### config.mk
export PLATFORM = sky130hd
export DESIGN_NAME = wb_io_master
export DESIGN_NICKNAME = d
export VERILOG_FILES = /design/src/rtl/wb_pkg.sv /design/src/rtl/wb_io_master.sv
export SDC_FILE = /design/constraint.sdc
export NUM_CORES = 1
export LEC_CHECK = 0
export CORE_ASPECT_RATIO = 1.4
export CORE_UTILIZATION = 45
export CTS_CLUSTER_SIZE = 8
export DETAILED_ROUTE_END_ITERATION = 8
export DONT_BUFFER_PORTS = 1
export SLEW_MARGIN = 20
export SYNTH_ARGS = -nofsm -noshare
export SYNTH_HDL_FRONTEND = slang
export SYNTH_SLANG_ARGS = --single-unit
### constraint.sdc
create_clock -name i_clk -period 3.41 [get_ports i_clk]
set_clock_uncertainty 0.05 [all_clocks]
set_input_delay 0.341 -clock i_clk [delete_from_list [all_inputs] [get_ports i_clk]]
set_output_delay 0.341 -clock i_clk [all_outputs]
set_load 0.05 [all_outputs]
### src/rtl/wb_pkg.sv
// Shared Wishbone definitions: bus widths and the initiator state encoding.
package wb_pkg;

    localparam int WB_AW = 16;
    localparam int WB_DW = 16;

    typedef enum logic [1:0] {
        ST_IDLE = 2'd0,
        ST_BUS  = 2'd1,
        ST_DONE = 2'd2
    } wb_state_e;

    function automatic int max_int(input int a, input int b);
        return (a > b) ? a : b;
    endfunction

endpackage

### src/rtl/wb_io_master.sv
// Wishbone classic-cycle initiator for the J1 I/O port: one bus cycle per CPU strobe,
// ended by ack_i, a fixed wait (ack-less slaves) or a timeout.
module wb_io_master
    import wb_pkg::*;
#(
    parameter bit                USE_ACK    = 1'b1,
    parameter int                FIXED_WAIT = 1,
    parameter int                TIMEOUT    = 16,
    parameter logic [WB_DW-1:0]  ERR_DATA   = 16'hFFFF
) (
    input  logic             i_clk,
    input  logic             i_rst_n,
    input  logic             i_cpu_rd,
    input  logic             i_cpu_wr,
    input  logic [WB_AW-1:0] i_cpu_addr,
    input  logic [WB_DW-1:0] i_cpu_wdata,
    output logic [WB_DW-1:0] o_cpu_rdata,
    output logic             o_cpu_busy,
    output logic             o_cpu_done,
    output logic             o_cpu_err,
    output logic             o_cyc,
    output logic             o_stb,
    output logic             o_we,
    output logic [WB_AW-1:0] o_adr,
    output logic [WB_DW-1:0] o_dat,
    output logic             o_sel,
    input  logic [WB_DW-1:0] i_dat,
    input  logic             i_ack
);

    localparam int            CW       = $clog2(max_int(TIMEOUT, FIXED_WAIT) + 1);
    localparam logic [CW-1:0] LAST_ACK = CW'(TIMEOUT - 1);
    localparam logic [CW-1:0] LAST_FIX = CW'(FIXED_WAIT - 1);

    wb_state_e        r_state;
    wb_state_e        w_state_next;
    logic [CW-1:0]    r_cnt;
    logic             r_we;
    logic             r_err;
    logic [WB_AW-1:0] r_adr;
    logic [WB_DW-1:0] r_dat;
    logic [WB_DW-1:0] r_rdata;
    logic             w_accept;
    logic             w_bus_end;
    logic             w_timeout;

    always_ff @(posedge i_clk or negedge i_rst_n) begin
        if (!i_rst_n) begin
            r_state <= ST_IDLE;
        end else begin
            r_state <= w_state_next;
        end
    end

    // A write wins over a simultaneous read; ack_i wins over a same-cycle timeout.
    always_comb begin
        w_state_next = r_state;
        w_accept     = 1'b0;
        w_bus_end    = 1'b0;
        w_timeout    = 1'b0;
        case (r_state)
            ST_IDLE: begin
                if (i_cpu_rd || i_cpu_wr) begin
                    w_accept     = 1'b1;
                    w_state_next = ST_BUS;
                end
            end
            ST_BUS: begin
                if (USE_ACK) begin
                    if (i_ack) begin
                        w_bus_end = 1'b1;
                    end else if (r_cnt == LAST_ACK) begin
                        w_bus_end = 1'b1;
                        w_timeout = 1'b1;
                    end
                end else if (r_cnt == LAST_FIX) begin
                    w_bus_end = 1'b1;
                end
                if (w_bus_end) begin
                    w_state_next = ST_DONE;
                end
            end
            ST_DONE: w_state_next = ST_IDLE;
            default: w_state_next = ST_IDLE;
        endcase
    end

    always_ff @(posedge i_clk or negedge i_rst_n) begin
        if (!i_rst_n) begin
            r_cnt   <= '0;
            r_we    <= 1'b0;
            r_err   <= 1'b0;
            r_adr   <= '0;
            r_dat   <= '0;
            r_rdata <= '0;
        end else begin
            if (w_accept) begin
                r_we  <= i_cpu_wr;
                r_adr <= i_cpu_addr;
                r_dat <= i_cpu_wdata;
            end
            // Counter only runs inside BUS and is cleared on exit, so it never wraps.
            if (r_state == ST_BUS && !w_bus_end) begin
                r_cnt <= r_cnt + 1'b1;
            end else begin
                r_cnt <= '0;
            end
            if (w_bus_end) begin
                r_err <= w_timeout;
                if (!r_we) begin
                    r_rdata <= w_timeout ? ERR_DATA : i_dat;
                end
            end
        end
    end

    assign o_cyc       = (r_state == ST_BUS);
    assign o_stb       = o_cyc;
    assign o_sel       = o_cyc;
    assign o_we        = o_cyc & r_we;
    assign o_adr       = r_adr;
    assign o_dat       = r_dat;
    assign o_cpu_busy  = (r_state == ST_BUS) || (r_state == ST_DONE);
    assign o_cpu_done  = (r_state == ST_DONE);
    assign o_cpu_err   = o_cpu_done & r_err;
    assign o_cpu_rdata = r_rdata;

endmodule

==> flow_summary.json <==
{
  "outcome": "finished, final reports clean",
  "drive_gt1_frac": 0.331,
  "grt-ovfl-total": 0,
  "drt_first_iter_violations": 34,
  "cts_buffers": 9,
  "fp.coreArea_sq_um": 4800,
  "htreeDepth": 3,
  "cts_buffer_depth": 2,
  "syn_avg_cell_area_sq_um": 15.0,
  "max-cap-violations": 0,
  "hold_viol": 0,
  "port_buffers": 0,
  "area_growth_syn_to_layout_pct": 11.5,
  "first_pass_iters": 4,
  "io_pins": 108,
  "period_share": 0.637,
  "cp.required_ns": 3.02,
  "worst_slew_pin_slew_ns": 0.623,
  "crit_fanout": 3,
  "initial_utilization": 0.467,
  "tritoncts": "yes",
  "antenna_left": 0,
  "synth_top_area_frac": 0.636,
  "critPathCaptureType": "output port",
  "gp_congestion": 0.687,
  "wirelength_met1_um": 1330,
  "ys_seq_area_frac": 0.636,
  "wl_um": 4040,
  "num_antenna_cells": 0,
  "final-setup-viol-count": 0,
  "final_cell_mix": "57 x dfrtp_1, 32 x mux2_2, 16 x o22a_1",
  "top_layer": "met4",
  "viasPerCell": 5.52,
  "path_class": "reg -> out",
  "slew_viol_final": 0,
  "synth_fp_nets": 207,
  "antenna_found_initial": 0,
  "mappedNetlistArea_sq_um": 2240,
  "grt_pass1_wl_um": 6190,
  "fmax_ghz": 0.460,
  "crit_arrival_ns": 1.78,
  "die_x_um": 61.7,
  "final_nets": 214,
  "clk_pin_slew_ns": 0.06,
  "synth.top_cells.by_area": "dfrtp_1 64%, mux2_2 16%, o22a_1 6.3%",
  "grt_max_degree": 58,
  "grt_pass1_vias": 1420,
  "hold_path.class": "in -> reg",
  "wl_met2_um": 2250,
  "groute.usage.overall": 0.168,
  "cts_root_buffer": "clkbuf_8",
  "crit_path_start_kind": "register",
  "rsz0062_at_grt": "no",
  "period_needed_ns": 2.17,
  "post_cts_buffers": 0,
  "r2r_slack_ns": 1.53,
  "clock_sinks": 57,
  "postSynthCellCount": 149,
  "clkLatencyLatePin_ns": 0.31,
  "layout_commonest_cell": "dfrtp_1",
  "die_area_sq_um": 5270,
  "die_height_um": 85.5,
  "netlist-cell-type-count": 22,
  "drc": 0,
  "avgRoutedWirePerCell_um": 18.0,
  "ys_ff_latch": 57,
  "synth-warning-count": 0,
  "max_slew_margin": 0.584,
  "synth.largest_area_cell": "dfrtp_1",
  "wl_met3_um": 402,
  "dp.final_hpwl_um": 2910,
  "fin_tns_setup_ns": 0,
  "rows": 30,
  "vias": 1237
}
[through the flow]
| stage | utilization | instance area (sq um) | hold slack, ns | setup WS, ns | std cells |
|---|---|---|---|---|---|
| 2_1_floorplan | - | 2240 | -0.00459 | 1.40 | 149 |
| 3_3_place_gp | 0.472 | 2270 | -0.00320 | 1.57 | 207 |
| 3_5_place_dp | 0.472 | 2270 | -0.00273 | 1.51 | 207 |
| 4_1_cts | 0.520 | 2500 | 0.0411 | 1.21 | 224 |
| 5_1_grt | 0.520 | 2500 | 0.0424 | 1.15 | 224 |
| 6_report | 0.520 | 2500 | 0.0577 | 1.24 | 224 |
[critical path, cell delays in order, from the launching register on]
cell and delay (ns):
dfrtp_1 0.39, inv_1 0.08, ha_1 0.48, and2_1 0.51
[path summary, 6_finish.rpt]
path                       startpoint              end  cells after the start
setup / recovery           r_state[0]        o_cpu_err                      3
hold / removal                  i_ack            r_err                      1
setup reg to reg             r_cnt[0]   o_cpu_rdata[1]                      6
hold reg to reg              r_cnt[0]         r_cnt[0]                      1
max in group asynchronous     i_rst_n         o_dat[7]                      2
min in group asynchronous     i_rst_n  o_cpu_rdata[15]                      2
[cell usage after synthesis, drive strengths merged]
cell,count
a21o,1
a21oi,5
and2,2
and3,2
buf,8
dfrtp,57
ha,5
inv,4
mux2,32
nand2,4
nand3,1
nand3b,1
nor2,6
nor3b,1
o21ai,1
o22a,16
o2bb2a,1
xnor2,1
xor2,1
[final cells by class]
type / instances / area, sq um
clock inverter: 3 / 40.0
fill: 446 / 2300
clock buffer: 12 / 155
tap: 64 / 80.1
sequential: 57 / 1430
timing repair buffer: 4 / 52.6
inverter: 4 / 15.0
multi-input combinational: 80 / 731
[cells by family (layout without fill, tap and decap cells)]
group	Yosys count	in the layout	share of synthesized area
multiplexers	32	32	0.161
AO/OA/AOI/OAI	24	24	0.0854
adder cells (fa/ha/maj)	5	5	0.0279
flip-flops	57	57	0.636
XOR/XNOR	2	2	0.00781
AND/OR/NAND/NOR	17	17	0.0430
buffers and inverters	12	23	0.0391
[metal layers]
metal / vias to the layer above / GRT usage
met4: 0 / 0.0727
met5: - / 0
met3: 6 / 0.0784
met2: 68 / 0.288
met1: 627 / 0.165
li1: 536 / -
[state kept, by name (all words and copies together) (netlist names)]
signal,flops
r_state,2
o_dat,16
r_err,1
r_we,1
r_cnt,5
o_cpu_rdata,16
o_adr,16
[timing repair]
item	in CTS	in global routing
hold buffers	2	0
resized for setup	0	0
hold endpoints to repair	57	0
endpoints found under the setup margin	0	0
Power is not shown: default switching activity piles up to over one toggle a cycle in this logic, so the estimate is an artifact.
